<file path="src/rtl/io_arbiter.sv">
// io_arbiter: merges NCH valid/ready input channels onto one registered
// output channel. Arbitration is round-robin or fixed priority, chosen at
// runtime by prio_mode. The output word is held until the sink accepts it,
// so no data is lost under backpressure. Each word is tagged with the
// index of the channel it came from.
//
// Ports:
//   clk        system clock, all state on rising edge
//   rst_n      asynchronous active-low reset
//   in_data    NCH*WIDTH input words, channel i at [i*WIDTH +: WIDTH]
//   in_valid   per-channel word available
//   in_ready   per-channel word accepted this cycle (with in_valid)
//   prio_mode  0 = round-robin, 1 = fixed priority (lowest index wins)
//   out_data   registered selected word
//   out_chan   source channel of out_data
//   out_valid  out_data/out_chan valid
//   out_ready  sink accepts the word when out_valid is also high
//   xfer_cnt   count of completed output transfers, wraps
module io_arbiter #(
    parameter int NCH   = 3,
    parameter int WIDTH = 16,
    parameter int CW    = 3
) (
    input  logic                 clk,
    input  logic                 rst_n,
    input  logic [NCH*WIDTH-1:0] in_data,
    input  logic [NCH-1:0]       in_valid,
    output logic [NCH-1:0]       in_ready,
    input  logic                 prio_mode,
    output logic [WIDTH-1:0]     out_data,
    output logic [CW-1:0]        out_chan,
    output logic                 out_valid,
    input  logic                 out_ready,
    output logic [15:0]          xfer_cnt
);

    logic [CW-1:0]    rr_ptr;
    logic             slot_free;
    logic             gany;
    logic [CW-1:0]    gidx;
    logic [NCH-1:0]   grant;
    logic [WIDTH-1:0] sel_data;
    logic             accept;
    logic             out_xfer;

    assign slot_free = !out_valid || out_ready;

    // Round-robin search split into two passes over constant indices:
    // first the channels above rr_ptr, then wrap to the lowest valid one.
    // Priority mode skips the first pass, leaving a plain lowest-index pick.
    always_comb begin
        gany = 1'b0;
        gidx = '0;
        if (!prio_mode) begin
            for (int unsigned i = 0; i < NCH; i++) begin
                if (!gany && in_valid[i] && (CW'(i) > rr_ptr)) begin
                    gany = 1'b1;
                    gidx = CW'(i);
                end
            end
        end
        for (int unsigned i = 0; i < NCH; i++) begin
            if (!gany && in_valid[i]) begin
                gany = 1'b1;
                gidx = CW'(i);
            end
        end
    end

    // Only the granted channel's slice is read, so X on idle channels
    // cannot reach out_data.
    always_comb begin
        grant    = '0;
        sel_data = '0;
        for (int unsigned i = 0; i < NCH; i++) begin
            if (gany && (gidx == CW'(i))) begin
                grant[i] = 1'b1;
                sel_data = in_data[i*WIDTH +: WIDTH];
            end
        end
    end

    assign in_ready = grant & {NCH{slot_free}};
    assign accept   = gany && slot_free;
    assign out_xfer = out_valid && out_ready;

    always_ff @(posedge clk or negedge rst_n) begin
        if (!rst_n) begin
            out_valid <= 1'b0;
            out_data  <= '0;
            out_chan  <= '0;
            xfer_cnt  <= '0;
            rr_ptr    <= CW'(NCH - 1);
        end else begin
            if (accept) begin
                out_valid <= 1'b1;
                out_data  <= sel_data;
                out_chan  <= gidx;
                if (!prio_mode) begin
                    rr_ptr <= gidx;
                end
            end else if (out_xfer) begin
                out_valid <= 1'b0;
            end
            if (out_xfer) begin
                xfer_cnt <= xfer_cnt + 16'd1;
            end
        end
    end

endmodule

</file>
<file path="config.mk">
export PLATFORM = sky130hd
export DESIGN_NAME = io_arbiter
export DESIGN_NICKNAME = d
export VERILOG_FILES = /design/src/rtl/io_arbiter.sv
export SDC_FILE = /design/constraint.sdc
export NUM_CORES = 1
export LEC_CHECK = 0
export ABC_AREA = 1
export BUFFER_PORTS_ARGS = -buffer_cell sky130_fd_sc_hd__buf_2
export CORE_MARGIN = 1
export CORE_UTILIZATION = 25
export CTS_BUF_LIST = sky130_fd_sc_hd__clkbuf_16
export DETAILED_ROUTE_END_ITERATION = 10
export PLACE_DENSITY_LB_ADDON = 0.15
export SLEW_MARGIN = 20
export SYNTH_ARGS = -nofsm -noshare
export SYNTH_HDL_FRONTEND = slang
export SYNTH_SLANG_ARGS = --single-unit
</file>
<file path="constraint.sdc">
create_clock -name clk -period 2.05 [get_ports clk]
set_input_delay 0.41 -clock clk [delete_from_list [all_inputs] [get_ports clk]]
set_output_delay 0.41 -clock clk [all_outputs]
set_load 0.05 [all_outputs]
</file>
==> flow_metrics.tcl <==
set metrics [dict create \
    cts_root_buf "clkbuf_16" \
    antenna_found_initial 0 \
    grt_overflow 0 \
    synth-simple-area-share 0.359 \
    synth_top_area_frac 0.400 \
    wl_per_cell_um 11.6 \
    core-area_sq_mm 0.00872 \
    start_util 0.258 \
    period_needed_ns 1.99 \
    die_area_sq_mm 0.00939 \
    netSwitchingPower_mw 1.27 \
    syn_nets 369 \
    netlist_top_cells_area "dfrtp_1 40%, nand2_1 21%, inv_1 5.3%" \
    skew_ns 0.00768 \
    htree_levels 2 \
    ff2ff_path_depth 8 \
    grt_max_degree 31 \
    ios 94 \
    synth-xor-area-share 0.0584 \
    grt_pass1_wl_mm 9.74 \
    synth_top_family_by_area "simple AND/OR/NAND/NOR gates" \
    antenna_cells 0 \
    wl_met2_mm 2.86 \
    first_pass_iters 4 \
    cts_buffers 5 \
    fp.dieH_um 96.9 \
    crit_path_start_kind "flip-flop" \
    drv_cap 0 \
    cts_tree "yes" \
    place_area_sq_mm 0.00285 \
    met1Wirelength_mm 2.80 \
    crit_type "flip-flop to primary output" \
    cts_setup_buffers 0 \
    finalCritPeriodShare 0.973 \
    ir_drop_mv 0.314 \
    clock_path_buffers 2 \
    highest_layer "met4" \
    synth-adder-area-share 0.00556 \
    synth_warnings 0 \
    ant_nets 0 \
    synthMuxAreaShare 0 \
    reg2reg_from "rr_ptr[1]$_DFFE_PN1P_" \
    hpwl_mm 4.60 \
    drc_errors 0 \
    synth.distinct_cells 32 \
    met3WireLength_um 322 \
    syn_area_sq_mm 0.00225 \
    routabilityCongestion 0.774 \
    yosysTopAreaCell "dfrtp_1" \
    final_area_sq_mm 0.00305 \
    hold_class "primary input to asynchronous set/reset pin" \
    cts_resized 1 \
    maxSlewHeadroom 0.528 \
    reg2reg_slack_ns 0.35 \
    fp.dieW_um 96.9 \
    setup_violations 0 \
    max_freq_ghz 0.501 \
    drt-total-wl_mm 6.05 \
    rows 34 \
    rsz0062_at_grt "yes" \
    clk_latency_ns 0.28 \
    drt-initial-drc-count 56 \
    cts.sinks 37 \
    fin_nets 467 \
    seqPwrFrac 0.312 \
    status "finished, final reports clean" \
    port_buffers 92 \
    vias 2177 \
    final_max_slew_viol_count 0 \
    clk_pin_slew_ns 0.06 \
    syn2layout_area_growth_pct 35.5 \
    tns_ns 0 \
    hold_viol 0 \
    synth.avg_cell_area_sq_um 7.19 \
    path_max_fanout 4 \
    p_sw_frac 0.403 \
    rr_endpoint "out_data[10]$_DFFE_PN0N_" \
    seq_area_frac_synth 0.412 \
    drt-vias-per-instance 4.19 \
    p_leak_nw 1.78 \
    cp.required_ns 1.64 \
    endpoint_kind "primary output" \
    internal-power_mw 1.89 \
    track_usage 0.131 \
    drive_gt1_frac 0.308 \
    power_density_mw_per_mm2 1040 \
    fill_cells 965 \
    worst_pin_slew_ns 0.708 \
    syn_inst 313 \
    crit_arrival_ns 1.58 \
    grt_pass1_vias 2034 \
    p_comb_frac 0.376 \
    cts_hold_buf 0 \
    ys_ff_latch 37 \
    synth_compound_area_frac 0.0623 \
    clkPwrFrac 0.312 \
]
-- cells in the mapped netlist (all sizes together) --
master	count
a21oi	17
buf	10
clkbuf	1
clkinv	4
conb	1
dfrtp	36
dfstp	1
ha	1
inv	34
nand2	130
nand3	22
nand3b	1
nand4	2
nor2	28
nor3	3
nor4	1
o21ai	5
o21bai	1
xnor2	6
xor2	9
-- worst max-delay path, stage by stage (launching register included) --
cell,delay [ns]
dfstp_2,0.57
nor2_4,0.06
a21oi_4,0.15
nand3_4,0.09
nor2_4,0.14
nor2_8,0.04
nor2_4,0.09
buf_8,0.15
-- cell type report --
| cell class | count | area (sq um) | share of cell area |
|---|---|---|---|
| clock buffers | 5 | 125 | 0.0410 |
| clock inverters | 3 | 65.1 | 0.0213 |
| inverters | 38 | 143 | 0.0468 |
| multi-input cells | 227 | 1110 | 0.363 |
| flip-flops and latches | 37 | 927 | 0.304 |
| well taps | 108 | 135 | 0.0443 |
| repair buffers | 102 | 548 | 0.180 |
-- cells by family (layout without fill, tap and decap cells) --
| logic type | Yosys count | in the layout |
|---|---|---|
| flops | 37 | 37 |
| other cells | 1 | 1 |
| xor+xnor | 15 | 15 |
| fa+ha+maj | 1 | 1 |
| simple gates | 187 | 187 |
| buf+inv | 49 | 148 |
| compound gates | 23 | 23 |
-- power groups by stage --
stage | Sequential [mW] | Clock, mW | Combinational [mW]
3_5_place_dp | 1.00 | 0 | 1.20
3_3_place_gp | 0.999 | 0 | 1.19
2_1_floorplan | 1.45 | 0 | 0.421
6_report | 0.986 | 0.988 | 1.19
4_1_cts | 0.992 | 1.02 | 1.20
5_1_grt | 1.01 | 1.05 | 1.28
-- layout by cell type, fill, tap and decap left out, types with 3 or more instances in the layout --
cell type,synthesis,final
dfrtp_1,36,36
xor2_1,9,9
nand2_2,3,3
buf_2,2,90
clkbuf_16,0,5
inv_1,32,32
buf_4,3,11
nor2_4,2,3
nor2_1,24,22
nand2_1,127,127
a21oi_1,16,16
nand3_1,19,19
clkinv_1,4,4
xnor2_1,6,6
o21ai_0,3,3
nor3_1,3,3
-- worst max path at each step --
stage                     startpoint     endpoint  slack, ns  cells after the start
6_report       rr_ptr[1]$_DFFE_PN1P_  in_ready[2]       0.06                      7
5_1_grt        rr_ptr[1]$_DFFE_PN1P_  in_ready[2]      -0.04                      7
4_1_cts        rr_ptr[1]$_DFFE_PN1P_  in_ready[2]      0.007                      7
3_5_place_dp               prio_mode  in_ready[2]       0.16                      7
3_3_place_gp               prio_mode  in_ready[2]       0.18                      7
2_1_floorplan  out_valid$_DFFE_PN0P_  in_ready[2]       0.11                      5
-- routing by layer --
| layer | GRT usage | vias to the layer above |
|---|---|---|
| li1 | - | 1148 |
| met5 | 0 | - |
| met3 | 0.0303 | 4 |
| met4 | 0.0413 | 0 |
| met2 | 0.222 | 63 |
| met1 | 0.164 | 962 |
-- state kept, by name, summed over array words and instances (netlist names) --
name / count
out_valid: 1
rr_ptr: 2
out_chan: 2
xfer_cnt: 16
out_data: 16
-- through the flow --
| step | instances | utilization | setup WS, ns | total power [mW] | hold WS (ns) |
|---|---|---|---|---|---|
| CTS | 520 | 0.348 | 0.00732 | 3.21 | 0.203 |
| detailed placement | 512 | 0.326 | 0.156 | 2.20 | 0.457 |
| global placement | 512 | 0.326 | 0.183 | 2.19 | 0.456 |
| finish | 520 | 0.350 | 0.0558 | 3.16 | 0.179 |
| global route | 520 | 0.350 | -0.0402 | 3.34 | 0.233 |
| floorplan | 313 | - | 0.105 | 1.87 | 0.114 |
Note: power is estimated with default switching activity, not from simulation.
